**src/rtl/add_share_arb_pkg.sv**
```systemverilog
// Shared types and the round-robin pick function for the add_share_arb slice.
package add_share_arb_pkg;

    typedef enum logic [1:0] {IDLE, WAIT, RESP} state_t;

    localparam int MAX_REQ = 8;
    localparam int PTR_W   = 3;

    // One-hot grant: first valid requester scanning ptr, ptr+1, ... wrapping mod nreq.
    function automatic logic [MAX_REQ-1:0] rr_pick(
        input logic [MAX_REQ-1:0] valid,
        input logic [PTR_W-1:0]   ptr,
        input int                 nreq
    );
        logic [MAX_REQ-1:0] grant;
        logic               found;
        int                 idx;
        grant = '0;
        found = 1'b0;
        for (int off = 0; off < MAX_REQ; off++) begin
            idx = (int'(ptr) + off) % nreq;
            if (off < nreq && !found && valid[idx]) begin
                grant[idx] = 1'b1;
                found      = 1'b1;
            end
        end
        return grant;
    endfunction

endpackage

```
**src/rtl/add_share_rr_sel.sv**
```systemverilog
// Combinational round-robin selector: one-hot grant, its index, and any-valid.
module add_share_rr_sel
    import add_share_arb_pkg::*;
#(
    parameter int NREQ = 4,
    parameter int IDW  = $clog2(NREQ)
) (
    input  logic [NREQ-1:0] req_valid,
    input  logic [IDW-1:0]  rr_ptr,
    output logic [NREQ-1:0] grant,
    output logic [IDW-1:0]  grant_id,
    output logic            any
);

    logic [MAX_REQ-1:0] pick;
    logic [IDW-1:0]     id_terms [NREQ];
    logic               unused_pick;

    assign pick        = rr_pick(MAX_REQ'(req_valid), PTR_W'(rr_ptr), NREQ);
    assign grant       = pick[NREQ-1:0];
    assign any         = |req_valid;
    assign unused_pick = ^pick;

    // grant is one-hot, so OR-ing the masked indices yields the encoded id
    genvar gi;
    generate
        for (gi = 0; gi < NREQ; gi++) begin : g_enc
            assign id_terms[gi] = grant[gi] ? IDW'(gi) : '0;
        end
    endgenerate

    always_comb begin
        grant_id = '0;
        for (int i = 0; i < NREQ; i++) begin
            grant_id = grant_id | id_terms[i];
        end
    end

endmodule

```
**src/rtl/add_share_arb.sv**
```systemverilog
// Round-robin sequencer sharing one adder between NREQ requesters, one op in flight.
// Define ADD_SHARE_ARB_SELFCHECK_EN to compare add_y against a local sum (sticky chk_err).
module add_share_arb
    import add_share_arb_pkg::*;
#(
    parameter int WIDTH   = 8,
    parameter int NREQ    = 4,
    parameter int ADD_LAT = 0
) (
    input  logic                      clock,
    input  logic                      reset,
    input  logic [NREQ-1:0]           req_valid,
    output logic [NREQ-1:0]           req_ready,
    input  logic [NREQ*WIDTH-1:0]     req_a,
    input  logic [NREQ*WIDTH-1:0]     req_b,
    output logic [WIDTH-1:0]          add_a,
    output logic [WIDTH-1:0]          add_b,
    input  logic [WIDTH-1:0]          add_y,
    output logic                      rsp_valid,
    input  logic                      rsp_ready,
    output logic [$clog2(NREQ)-1:0]   rsp_id,
    output logic [WIDTH-1:0]          rsp_y,
    output logic                      chk_err
);

    localparam int IDW  = $clog2(NREQ);
    localparam int CNTW = (ADD_LAT > 0) ? $clog2(ADD_LAT + 1) : 1;

    state_t            state_reg;
    logic [IDW-1:0]    rr_ptr_reg;
    logic [IDW-1:0]    id_q_reg;
    logic [CNTW-1:0]   cnt_reg;
    logic [WIDTH-1:0]  add_a_reg;
    logic [WIDTH-1:0]  add_b_reg;
    logic              rsp_valid_reg;
    logic [IDW-1:0]    rsp_id_reg;
    logic [WIDTH-1:0]  rsp_y_reg;

    logic [NREQ-1:0]   grant;
    logic [IDW-1:0]    grant_id;
    logic              any;
    logic [WIDTH-1:0]  op_a [NREQ];
    logic [WIDTH-1:0]  op_b [NREQ];

    add_share_rr_sel #(.NREQ(NREQ), .IDW(IDW)) u_sel (
        .req_valid (req_valid),
        .rr_ptr    (rr_ptr_reg),
        .grant     (grant),
        .grant_id  (grant_id),
        .any       (any)
    );

    genvar gi;
    generate
        for (gi = 0; gi < NREQ; gi++) begin : g_ops
            assign op_a[gi] = req_a[gi*WIDTH +: WIDTH];
            assign op_b[gi] = req_b[gi*WIDTH +: WIDTH];
        end
    endgenerate

    // Ready is only offered in IDLE and never while reset is held low
    assign req_ready = (state_reg == IDLE && reset) ? grant : '0;

`ifdef ADD_SHARE_ARB_SELFCHECK_EN
    logic              chk_err_reg;
    logic [WIDTH-1:0]  sum_local;
    assign sum_local = add_a_reg + add_b_reg;
    assign chk_err   = chk_err_reg;
`else
    assign chk_err   = 1'b0;
`endif

    always_ff @(posedge clock or negedge reset) begin
        if (!reset) begin
            state_reg     <= IDLE;
            rr_ptr_reg    <= '0;
            id_q_reg      <= '0;
            cnt_reg       <= '0;
            add_a_reg     <= '0;
            add_b_reg     <= '0;
            rsp_valid_reg <= 1'b0;
            rsp_id_reg    <= '0;
            rsp_y_reg     <= '0;
`ifdef ADD_SHARE_ARB_SELFCHECK_EN
            chk_err_reg   <= 1'b0;
`endif
        end else begin
            case (state_reg)
                IDLE: begin
                    if (any) begin
                        add_a_reg <= op_a[grant_id];
                        add_b_reg <= op_b[grant_id];
                        id_q_reg  <= grant_id;
                        cnt_reg   <= CNTW'(ADD_LAT);
                        state_reg <= WAIT;
                    end
                end
                WAIT: begin
                    if (cnt_reg == '0) begin
                        rsp_y_reg     <= add_y;
                        rsp_id_reg    <= id_q_reg;
                        rsp_valid_reg <= 1'b1;
                        state_reg     <= RESP;
`ifdef ADD_SHARE_ARB_SELFCHECK_EN
                        if (add_y != sum_local) begin
                            chk_err_reg <= 1'b1;
`ifndef SYNTHESIS
                            $error("add_share_arb: id=%0d a=%0h b=%0h y=%0h expected=%0h",
                                   id_q_reg, add_a_reg, add_b_reg, add_y, sum_local);
`endif
                        end
`endif
                    end else begin
                        cnt_reg <= cnt_reg - 1'b1;
                    end
                end
                RESP: begin
                    if (rsp_ready) begin
                        rsp_valid_reg <= 1'b0;
                        rr_ptr_reg    <= (id_q_reg == IDW'(NREQ - 1)) ? '0 : id_q_reg + 1'b1;
                        state_reg     <= IDLE;
                    end
                end
                default: state_reg <= IDLE;
            endcase
        end
    end

    assign add_a     = add_a_reg;
    assign add_b     = add_b_reg;
    assign rsp_valid = rsp_valid_reg;
    assign rsp_id    = rsp_id_reg;
    assign rsp_y     = rsp_y_reg;

endmodule
```
**config.mk**
```make
export PLATFORM = sky130hd
export DESIGN_NAME = add_share_arb
export DESIGN_NICKNAME = d
export VERILOG_FILES = /design/src/rtl/add_share_arb_pkg.sv /design/src/rtl/add_share_rr_sel.sv /design/src/rtl/add_share_arb.sv
export SDC_FILE = /design/constraint.sdc
export NUM_CORES = 1
export LEC_CHECK = 0
export CORE_ASPECT_RATIO = 0.8
export CORE_MARGIN = 3
export CORE_UTILIZATION = 30
export CTS_CLUSTER_SIZE = 24
export DETAILED_ROUTE_END_ITERATION = 16
export MAX_ROUTING_LAYER = met4
export PLACE_DENSITY = 0.71
export REMOVE_ABC_BUFFERS = 1
export SLEW_MARGIN = 40
export SYNTH_ARGS = -nofsm -noshare
export SYNTH_HDL_FRONTEND = slang
export SYNTH_SLANG_ARGS = --single-unit
```
**constraint.sdc**
```tcl
create_clock -name clock -period 4.36 [get_ports clock]
set_clock_uncertainty 0.05 [all_clocks]
set_input_delay 0.654 -clock clock [delete_from_list [all_inputs] [get_ports clock]]
set_output_delay 0.654 -clock clock [all_outputs]
set_load 0.01 [all_outputs]
```
Yosys cells after proc, flatten, opt, wreduce, memory -nomap -nowiden. Index checks and enable logic that the tools add are counted.

Flip-flop bits (word level): 34. Output and inout bits: 32.

Add/sub/neg operators: 5. $lt $le $gt $ge: 9. Eq/ne operators: 6. Multiplexer cells: 47. Bitwise gates (word level): 10. Reductions and logical operators: 24.

Operators with widths (number): $bmux W8 S2 (2); $mux W8 (4); $mux W4 (5); $mux W1 (19); $lt A3 B5 Y1 const B (3); $mux W2 (6); $or A4 B4 Y4 (3); $bmux W1 S3 (3); $demux W1 S3 (3); $ge A3 B1 Y1 const B (3); $logic_and A1 B1 Y1 (8); $reduce_and A2 Y1 (4); $ne A2 B2 Y1 const B (3); $pmux W2 S3 (1); $reduce_and A3 Y1 (2); $reduce_or A2 Y1 (3); $add A2 B1 Y2 const B (2); $add A2 B2 Y2 const B (2); $eq A2 B2 Y1 const B (2); $lt A2 B4 Y1 const B (1); $or A2 B2 Y2 (2); $pmux W1 S2 (2); $reduce_bool A2 Y1 (2); $reduce_or A4 Y1 (1); 11 further kinds (15).

Depth between registers and ports, before layout. Gate-level depths: netlist of the first run.

Depth after elaboration: 21. Gate-level depth with buffers: 14. Gate-level depth less buffers: 9.

Hierarchy. Synthesis of the first run repeated with hierarchy kept, for this count alone.

Cells, all modules: 143. Area, all modules: 2094.5 µm².

By module, submodules not included: add_share_arb (times used 1, cells an instance 103, area an instance 1752.9 µm², seq. area each 825.8 µm²); add_share_rr_sel (times used 1, cells an instance 40, area an instance 341.6 µm², seq. area each 0.0 µm²).

Worst setup path before layout of the first run. No wires, ideal clock.

Path kind: register to output. From: reg rr_ptr_reg[0]. To: out req_ready[1]. Arrival: 2.583 ns. Setup slack: 1.073 ns. Cell stages (with the launch flop): 12. Cells stage by stage: dfrtp_1 -> buf_4 -> inv_1 -> ha_1 -> buf_6 -> mux4_2 -> nor2b_1 -> a22o_1 -> a221oi_2 -> buf_6 -> buf_2 -> nor2_1.

Word-level cells in the longest chain between the ends: 15. Elaborated cells on any way between the ends: 57.

RTL lines: start: declaration (RTL line add_share_arb.sv:30) `logic [IDW-1:0] rr_ptr_reg;`; start signal: assignment (RTL line add_share_arb.sv:120) `rr_ptr_reg <= (id_q_reg == IDW'(NREQ - 1)) ? '0 : id_q_reg + 1'b1;`; parallel branches: the longest is 13 deep, another holds $lt A3 B5 Y1; $mux W4 (*) (RTL line add_share_arb_pkg.sv:22) `if (off < nreq && !found && valid[idx]) begin`; $mux W4 (*) (RTL line add_share_arb.sv:62) `assign req_ready = (state_reg == IDLE && reset) ? grant : '0;`; end: declaration (RTL line add_share_arb.sv:13) `output logic [NREQ-1:0] req_ready,`.

Mark *: on every way between the ends. The select of a mux whose other input is x is not followed.

Final worst setup path of the first run.
From: reg rr_ptr_reg[0]. To: out req_ready[3].

The elaborated chain is that of the path after synthesis.

==> results.cfg, run 1 <==
[clock_tree]
worst_skew_pair_later_pin_latency_ps = 290
cts-htree-levels = 2
cts_sinks = 33
clk_transition_reported_paths_ps = 80
clock_path_buffers = 2
tritoncts.num_buffers = 5
cts_tree = built
clock_tree.root_cell = sky130_fd_sc_hd__clkbuf_8

[outcome]
run_status = complete, no violations

[placement]
routabilityCongestion = 0.8316
dp.final_hpwl_mm = 4.494
numPortBuffers = 109
dpl.cell_count = 377

[drt]
ant_nets = 0
routedWlPerCell_um = 15.44
drt_first_iter_violations = 47
via_count = 1909
drc = 0
viasPerCell = 4.958
routed_wirelength_mm = 5.945
drt_pass1_iterations = 4

[pwr]
power.total_mw = 2.420
share_clk_of_total_power_pct = 12.0
power.density_cell_area_nw_per_um2 = 715.2
pwr-share-seq_pct = 23.8
total_switching_power_mw = 0.9597
power_leakage_nw = 1.487
cellInternalPower_mw = 1.460
combPwrFrac_pct = 64.1
max-vdd-ir-drop_uv = 242.0
swShare_pct = 39.66

[timing]
totalNegativeSetupSlack_ps = 0
final-max-slew-violation-count = 0
period_needed_ps = 3918
finalSetupViolations = 0
worst_pin_slew_ps = 592.9
timing.slew.headroom_pct = 60.38
grt_setup_unrepaired = false
hold-worst-slack_ps = 358.0
max_clock_freq_mhz = 255.2
final-hold-violation-count = 0
post-route-period-util_pct = 89.86

[synth]
synth-simple-area-share_pct = 11.72
postSynthCellCount = 190
synth-warning-count = 0
post_synth_num_cell_types = 37
share_of_the_synthesized_netlist_area_taken_by_xor_and_xnor_gates_pct = 0
synth-seq-cells = 33
mappedNetlistArea_um2 = 2093
avgSynthCellArea_um2 = 11.02
muxShareOfSynthArea_pct = 27.08
synth-compound-area-share_pct = 12.61
synth.yosys.seq_area_share_pct = 39.45
main_combinational_cell_family_by_area_after_synthesis = multiplexers
synth_fa_ha_area_share_pct = 3.586
synth-edff-count = 0
ys_async_sr_fraction_pct = 100.0
synth_ff_type = sky130_fd_sc_hd__dfrtp_1

[critical_path]
reg2reg_depth = 10
criticalPathCategory = register to primary output
cp_data_required_time_ps = 3660
rrSetupSlack_ps = 910
worstReg2RegStart = rr_ptr_reg[0]
critical_path_peak_fanout = 11
critPathArrivalTime_ps = 3210
worst_setup_end_kind = primary output
critPathLaunchType = register
worstReg2RegEnd = add_a[5]

[layout]
post_layout_nonfiller_instances = 385
area.sequential_um2 = 827.0
drive_gt1_share_pct = 12.96
final_core_util_pct = 51.49
number_of_nets_in_the_final_layout = 385
diode_count = 0
multi_input_comb_area_um2 = 1182
fill_cells = 595
flow.area_growth_from_synthesis_pct = 61.63

[hold_path]
hold_path_class = primary input to asynchronous set/reset pin

[grt]
grt_pass1_vias = 2000
grt.total_usage_pct = 15.77
grt_start_max_net_pins = 34
number_of_antenna_violations_at_the_first_check_in_global_routing = 0
gr-total-overflow = 0
grt_first_pass_wirelength_mm = 9.784

[flow_run]
max-cap-violations = 0

[floorplan]
floorplan.initialDensity_pct = 31.85
core.rowCount = 26
die_y_extent_um = 80.72
die_width_um = 99.39
design.die.area_um2 = 8022
boundary_pins = 111
floorplan.core_area_um2 = 6571
[worst max path at each step]
stage	start	endpoint	slack, ps	cells after the start
floorplan	rr_ptr_reg[0]	add_a[0]	-450	9
global placement	req_valid[0]	req_ready[3]	610	8
detailed placement	rr_ptr_reg[0]	req_ready[3]	580	9
CTS	rr_ptr_reg[0]	req_ready[3]	250	9
global route	rr_ptr_reg[0]	req_ready[3]	160	9
finish	rr_ptr_reg[0]	req_ready[3]	440	9
[per-layer routing]
metal	part of all wire [%]	track usage [%]	routed length, um	vias up
li1	-	-	-	925
met1	45	20.60	2684	905
met2	47	24.26	2782	75
met3	7.3	4.774	434	4
met4	0.72	3.411	43	0
met5	0	-	0	-
[synth_stat cells, types with 2 or more instances]
master / count / area share [%]
sky130_fd_sc_hd__o221ai_1: 16 / 6.7
sky130_fd_sc_hd__a22o_1: 2 / 0.84
sky130_fd_sc_hd__mux4_2: 4 / 4.3
sky130_fd_sc_hd__nor2b_1: 2 / 0.60
sky130_fd_sc_hd__dfrtp_1: 33 / 39
sky130_fd_sc_hd__clkbuf_1: 4 / 0.72
sky130_fd_sc_hd__nand3_1: 2 / 0.48
sky130_fd_sc_hd__a21oi_1: 6 / 1.4
sky130_fd_sc_hd__nand3b_1: 2 / 0.72
sky130_fd_sc_hd__buf_6: 3 / 1.6
sky130_fd_sc_hd__buf_4: 2 / 0.72
sky130_fd_sc_hd__nor3b_1: 3 / 1.1
sky130_fd_sc_hd__nand2_1: 24 / 4.3
sky130_fd_sc_hd__ha_1: 6 / 3.6
sky130_fd_sc_hd__nor2_1: 8 / 1.4
sky130_fd_sc_hd__mux2_2: 13 / 7.0
sky130_fd_sc_hd__inv_1: 4 / 0.72
sky130_fd_sc_hd__o21ai_0: 4 / 0.96
sky130_fd_sc_hd__mux2i_1: 33 / 16
sky130_fd_sc_hd__buf_2: 2 / 0.48
[metrics by stage]
| stage | worst slack (ps) | cell area, um^2 |
|---|---|---|
| global route | 162.3 | 3383 |
| detailed placement | 576.0 | 3267 |
| global placement | 612.4 | 3264 |
| floorplan | -451.4 | 1996 |
| CTS | 249.4 | 3382 |
| finish | 441.9 | 3383 |
[layout by cell type, fill, tap and decap left out, types with 2 or more instances in the layout]
cell type / n
sky130_fd_sc_hd__dfrtp_1: 32
sky130_fd_sc_hd__clkdlybuf4s50_1: 108
sky130_fd_sc_hd__mux4_2: 4
sky130_fd_sc_hd__ha_1: 6
sky130_fd_sc_hd__nand2_1: 24
sky130_fd_sc_hd__nor3b_1: 3
sky130_fd_sc_hd__clkbuf_8: 5
sky130_fd_sc_hd__a21oi_1: 6
sky130_fd_sc_hd__nor2_1: 8
sky130_fd_sc_hd__mux2_2: 13
sky130_fd_sc_hd__a22o_1: 2
sky130_fd_sc_hd__inv_1: 4
sky130_fd_sc_hd__buf_4: 7
sky130_fd_sc_hd__o221ai_1: 16
sky130_fd_sc_hd__o21ai_0: 4
sky130_fd_sc_hd__nand3_1: 2
sky130_fd_sc_hd__mux2i_1: 33
sky130_fd_sc_hd__nand3b_1: 2
[timing repair]
action	CTS	global route
resized for setup	0	1
endpoints found under the setup margin	0	1
buffers inserted	0	0
hold buffers	0	0
[worst max-delay path, cell delays in order, from the launching register on]
cell,delay (ps)
sky130_fd_sc_hd__dfrtp_2,500
sky130_fd_sc_hd__inv_1,150
sky130_fd_sc_hd__ha_1,470
sky130_fd_sc_hd__mux4_2,590
sky130_fd_sc_hd__nor3b_1,190
sky130_fd_sc_hd__buf_4,160
sky130_fd_sc_hd__and2_1,190
sky130_fd_sc_hd__nor2_1,60
sky130_fd_sc_hd__nor2_1,80
sky130_fd_sc_hd__clkdlybuf4s50_1,540
[layout make-up]
class,count,area share (%)
clock buffers,5,2.034
clock inverters,3,1.368
repair buffers,116,33.65
well taps,84,3.107
inverters,4,0.4438
flip-flops and latches,33,24.45
multi-input cells,140,34.95
[power groups by stage]
| stage | Clock [mW] | Combinational [mW] | Sequential [mW] |
|---|---|---|---|
| detailed placement | 0 | 1.57 | 0.580 |
| CTS | 0.300 | 1.58 | 0.577 |
| finish | 0.291 | 1.55 | 0.577 |
| floorplan | 0 | 0.887 | 0.624 |
| global route | 0.317 | 1.70 | 0.602 |
| global placement | 0 | 1.56 | 0.574 |
[logic make-up after synthesis]
kind of cell    Yosys count
compound gates           34
fa+ha+maj                 6
buf+inv                  17
flops                    33
mux                      50
other cells               1
simple gates             49
Note: power is estimated with default switching activity, not from simulation.
==> inputs of run 2 (changes only) <==
==> constraint.sdc (replaced) <==
create_clock -name clock -period 4.8 [get_ports clock]
set_clock_uncertainty 0.05 [all_clocks]
set_input_delay 0.72 -clock clock [delete_from_list [all_inputs] [get_ports clock]]
set_output_delay 0.72 -clock clock [all_outputs]
set_load 0.01 [all_outputs]
==> run 2 against run 1 <==
- sequential power is 8.7% lower
- combinational power is 9.7% lower
- design area is 0.70% lower
- via count is 0.37% higher
- flip-flop and latch count stayed put
- setup slack worse by 110 ps
==> results.cfg, run 2 (synthesis gave the netlist of run 1 again) <==
[clock_tree]
cts.hold.buffers_added = 0
cts-resized-gates = 0
clock_path_buffers = 2
clk_transition_reported_paths_ps = 80
tritoncts.num_buffers = 5
cts-htree-levels = 2
clock_tree.root_cell = sky130_fd_sc_hd__clkbuf_8
worst_skew_pair_later_pin_latency_ps = 280
cts_sinks = 33
postCtsSetupRepairBufs = 0
cts_tree = built

[layout]
flow.area_growth_from_synthesis_pct = 60.49
diode_count = 0
drive_gt1_share_pct = 11.74
final_area_um2 = 3359
leading_cell_type_in_the_layout_fill_and_taps_excluded = sky130_fd_sc_hd__clkdlybuf4s50_1
number_of_nets_in_the_final_layout = 382
most-common-layout-cells = sky130_fd_sc_hd__clkdlybuf4s50_1, sky130_fd_sc_hd__mux2i_1, sky130_fd_sc_hd__dfrtp_1
post_layout_nonfiller_instances = 382
final_core_util_pct = 51.12

[floorplan]
floorplan.core_area_um2 = 6571
design.die.area_um2 = 8022
floorplan.initialDensity_pct = 31.85
boundary_pins = 111
core.rowCount = 26
die_width_um = 99.39
die_y_extent_um = 80.72

[flow_run]
max-cap-violations = 0

[critical_path]
worst_setup_end_kind = primary output
criticalPathCategory = register to primary output
cp_data_required_time_ps = 4030
critical_path_peak_fanout = 11
critPathLaunchType = register
critPathArrivalTime_ps = 3690

[timing]
period_needed_ps = 4463
worst_pin_slew_ps = 770.7
timing.slew.headroom_pct = 48.62
max_clock_freq_mhz = 224.0
post-route-period-util_pct = 92.99
final-hold-violation-count = 0
finalSetupViolations = 0
totalNegativeSetupSlack_ps = 0
grt_setup_unrepaired = false
final-max-slew-violation-count = 0
hold-worst-slack_ps = 413.2
post-route-worst-setup-slack_ps = 336.7

[placement]
dpl.cell_count = 374
numPortBuffers = 109
routabilityCongestion = 0.8501
place_worst_setup_slack_ps = 557.2
dp.final_hpwl_mm = 4.469
post_dp_cell_area_um2 = 3244

[grt]
grt_start_max_net_pins = 35
gr-total-overflow = 0
number_of_antenna_violations_at_the_first_check_in_global_routing = 0
grt_first_pass_wirelength_mm = 9.508
grt.total_usage_pct = 15.37
grt_pass1_vias = 1877

[drt]
drt_pass1_iterations = 4
drc = 0
via_count = 1916
ant_nets = 0
viasPerCell = 5.016
routed_wirelength_mm = 6.028
routedWlPerCell_um = 15.78
drt_first_iter_violations = 76

[pwr]
max-vdd-ir-drop_uv = 268.2
power.density_cell_area_nw_per_um2 = 651.6
power.total_mw = 2.189
power_leakage_nw = 1.473

[outcome]
run_status = complete, no violations

[hold_path]
hold_path_class = primary input to asynchronous set/reset pin
run 2: path summary, 6_finish.rpt:
check	from	slack (ps)	endpoint	cells after the start
max	rr_ptr_reg[0]	340	req_ready[3]	8
min	reset	410	add_b[4]	2
max reg2reg	rr_ptr_reg[0]	790	add_b[2]	11
min reg2reg	add_a[3]	440	add_a[3]	2
max in group asynchronous	reset	3980	state_reg[0]	2
min in group clock	add_a[3]	440	add_a[3]	2
run 2: cell type report:
| class | instances | area (um^2) |
|---|---|---|
| tap | 84 | 105.1 |
| inverter | 4 | 15.01 |
| timing repair buffer | 113 | 1116 |
| sequential | 33 | 825.8 |
| clock inverter | 3 | 46.29 |
| clock buffer | 5 | 68.82 |
| multi-input combinational | 140 | 1182 |
| fill | 601 | 3212 |
run 2: worst max-delay path, stage by stage (launching register included):
cell and delay [ps]:
sky130_fd_sc_hd__dfrtp_1 610, sky130_fd_sc_hd__inv_1 180, sky130_fd_sc_hd__ha_1 490, sky130_fd_sc_hd__mux4_2 590
sky130_fd_sc_hd__nor3b_1 570, sky130_fd_sc_hd__and2_1 280, sky130_fd_sc_hd__nor2_1 50, sky130_fd_sc_hd__nor2_1 90
sky130_fd_sc_hd__clkdlybuf4s50_1 540
run 2: where the power goes:
group	switching [mW]	total, mW	internal (mW)
combinational	0.663	1.40	0.734
clock	0.110	0.265	0.155
sequential	0.103	0.527	0.424
total	0.876	2.19	1.31
run 2: layer usage:
metal / vias to the layer above / GRT usage, % / routed length [um]
li1: 922 / - / -
met1: 908 / 20.32 / 2714
met2: 77 / 23.06 / 2777
met3: 9 / 4.340 / 454
met4: 0 / 4.366 / 81
met5: - / - / 0
==> inputs of run 3 (changes only) <==
--- a/config.mk
+++ b/config.mk
@@ -13,7 +13,7 @@
 export MAX_ROUTING_LAYER = met4
 export PLACE_DENSITY = 0.71
 export REMOVE_ABC_BUFFERS = 1
-export SLEW_MARGIN = 40
+export SLEW_MARGIN = 20
 export SYNTH_ARGS = -nofsm -noshare
 export SYNTH_HDL_FRONTEND = slang
 export SYNTH_SLANG_ARGS = --single-unit
==> run 3 against run 2 <==
- sequential power barely moved
- clock power rose by 3%
- design area barely moved
- sequential share of layout area barely moved
- via count fell by 0.84%
- register-to-register slack got worse by 30 ps
- worst hold slack got worse by 2.3 ps
- fmax rose by 0.62%
- critical path depth did not move
- flip-flop and latch count did not move
- global-route usage barely moved
- clock-buffer cell count rose by 1
- largest power group unchanged
- highest routed layer unchanged
==> results.cfg, run 3 (synthesis gave the netlist of run 1 again) <==
[outcome]
run_status = complete, no violations

[timing]
final-max-slew-violation-count = 0
final-hold-violation-count = 0
worst_pin_slew_ps = 899.1
finalSetupViolations = 0
timing.slew.headroom_pct = 39.93
max_clock_freq_mhz = 225.4
grt_setup_unrepaired = false
hold-worst-slack_ps = 411.0
post-route-period-util_pct = 92.42
period_needed_ps = 4436

[drt]
routed_wirelength_mm = 5.982
drt_first_iter_violations = 49
viasPerCell = 4.974
routedWlPerCell_um = 15.66
drt_pass1_iterations = 4
drc = 0
via_count = 1900
ant_nets = 0

[layout]
drive_gt1_share_pct = 11.41
flow.area_growth_from_synthesis_pct = 60.61
number_of_nets_in_the_final_layout = 382
final_area_um2 = 3362
most-common-layout-cells = sky130_fd_sc_hd__clkdlybuf4s50_1, sky130_fd_sc_hd__mux2i_1, sky130_fd_sc_hd__dfrtp_1
diode_count = 0
leading_cell_type_in_the_layout_fill_and_taps_excluded = sky130_fd_sc_hd__clkdlybuf4s50_1
fill_cells = 595

[grt]
grt_start_max_net_pins = 35
grt_first_pass_wirelength_mm = 9.418
grt.total_usage_pct = 15.41
grt_pass1_vias = 1856
number_of_antenna_violations_at_the_first_check_in_global_routing = 0
gr-total-overflow = 0

[hold_path]
hold_path_class = primary input to asynchronous set/reset pin

[critical_path]
critPathArrivalTime_ps = 3670
path_delay_family = simple AND/OR/NAND/NOR gates
worst_setup_end_kind = primary output
critical_path_peak_fanout = 11
cp_data_required_time_ps = 4030
path_buf_inv = 2
critical-path-slowest-cell = sky130_fd_sc_hd__dfrtp_1
worst_path_largest_cell_delay_ps = 610
critPathLaunchType = register
criticalPathCategory = register to primary output
timing.critical_path.mode_cell = sky130_fd_sc_hd__nor2_1
cp_cell_sequence = inv_1, ha_1, mux4_2, nor3b_1, and2_1, nor2_1, nor2_1, clkdlybuf4s50_1

[pwr]
cellInternalPower_mw = 1.325
combPwrFrac_pct = 63.7
share_clk_of_total_power_pct = 12.4
power.density_cell_area_nw_per_um2 = 653.6
pwr-share-seq_pct = 23.9
total_switching_power_mw = 0.8723
max-vdd-ir-drop_uv = 269.0
power_leakage_nw = 1.475
swShare_pct = 39.70

[clock_tree]
worst_skew_pair_later_pin_latency_ps = 280
clock_tree.root_cell = sky130_fd_sc_hd__clkbuf_8
cts.hold.buffers_added = 0
clk_transition_reported_paths_ps = 70
cts_sinks = 33
cts-resized-gates = 0
cts_tree = built
postCtsSetupRepairBufs = 0
tritoncts.num_buffers = 5
cts-htree-levels = 2
clock_path_buffers = 2

[placement]
routabilityCongestion = 0.8501
dp.final_hpwl_mm = 4.445
numPortBuffers = 109
post_dp_cell_area_um2 = 3242

[floorplan]
die_y_extent_um = 80.72
floorplan.core_area_um2 = 6571
boundary_pins = 111
core.rowCount = 26
floorplan.initialDensity_pct = 31.85
die_width_um = 99.39
design.die.area_um2 = 8022

[flow_run]
max-cap-violations = 0
## run 3: cell count changes in the layout (fill, tap and decap cells not counted)
cell,before,now
sky130_fd_sc_hd__nor2b_1,1,2
sky130_fd_sc_hd__clkinv_4,1,0
sky130_fd_sc_hd__clkbuf_8,5,6
sky130_fd_sc_hd__nor2b_2,1,0
## run 3: layout make-up
class,count,area (um^2),share of cell area (%)
clock buffer,6,82.58,2.456
clock inverter,2,37.54,1.116
timing repair buffer,113,1116,33.20
tap,84,105.1,3.126
multi-input combinational,140,1180,35.09
inverter,4,15.01,0.4466
sequential,33,825.8,24.56
## run 3: final timing paths
path / depth (start not counted) / to / slack [ps] / startpoint
max: 8 / req_ready[3] / 360 / rr_ptr_reg[0]
min: 2 / add_b[2] / 410 / reset
max reg2reg: 11 / add_a[1] / 760 / rr_ptr_reg[0]
min reg2reg: 2 / add_a[3] / 440 / add_a[3]
max in group asynchronous: 2 / id_q_reg[0] / 3980 / reset
min in group clock: 2 / add_a[3] / 440 / add_a[3]
## run 3: through the flow
step	TNS, ps	worst slack, ps	power [mW]	util, %	cells
final	0	364.0	2.197	51.16	382
after global routing	0	14.22	2.378	51.16	382
after CTS	0	326.2	2.229	51.16	382
after detailed placement	0	565.2	1.948	49.33	374
after global placement	0	697.1	1.923	49.33	374
after floorplan	-171.1	-11.41	1.372	-	177
## run 3: power groups by stage
stage          combinational, mW  sequential [mW]  clock [mW]
2_1_floorplan              0.806            0.567           0
3_3_place_gp                1.40            0.522           0
3_5_place_dp                1.42            0.527           0
4_1_cts                     1.42            0.528       0.282
5_1_grt                     1.53            0.552       0.297
6_report                    1.40            0.526       0.273
## run 3: worst register-to-register path: cells and delay by family (launching register included)
kind                       cells  cell delay (ps)
buffers and inverters          3              860
muxes                          2              860
DFF                            1              610
AOI/OAI and AO/OA              3              590
adders and majority gates      1              490
and+or+nand+nor                2              400
## run 3: per-layer routing
| metal | vias up | part of all wire [%] | global-route usage (%) |
|---|---|---|---|
| met4 | 0 | 0.74 | 4.093 |
| met1 | 907 | 45 | 19.80 |
| met2 | 65 | 48 | 23.39 |
| met5 | - | 0 | - |
| met3 | 4 | 6.8 | 5.122 |
| li1 | 924 | - | - |
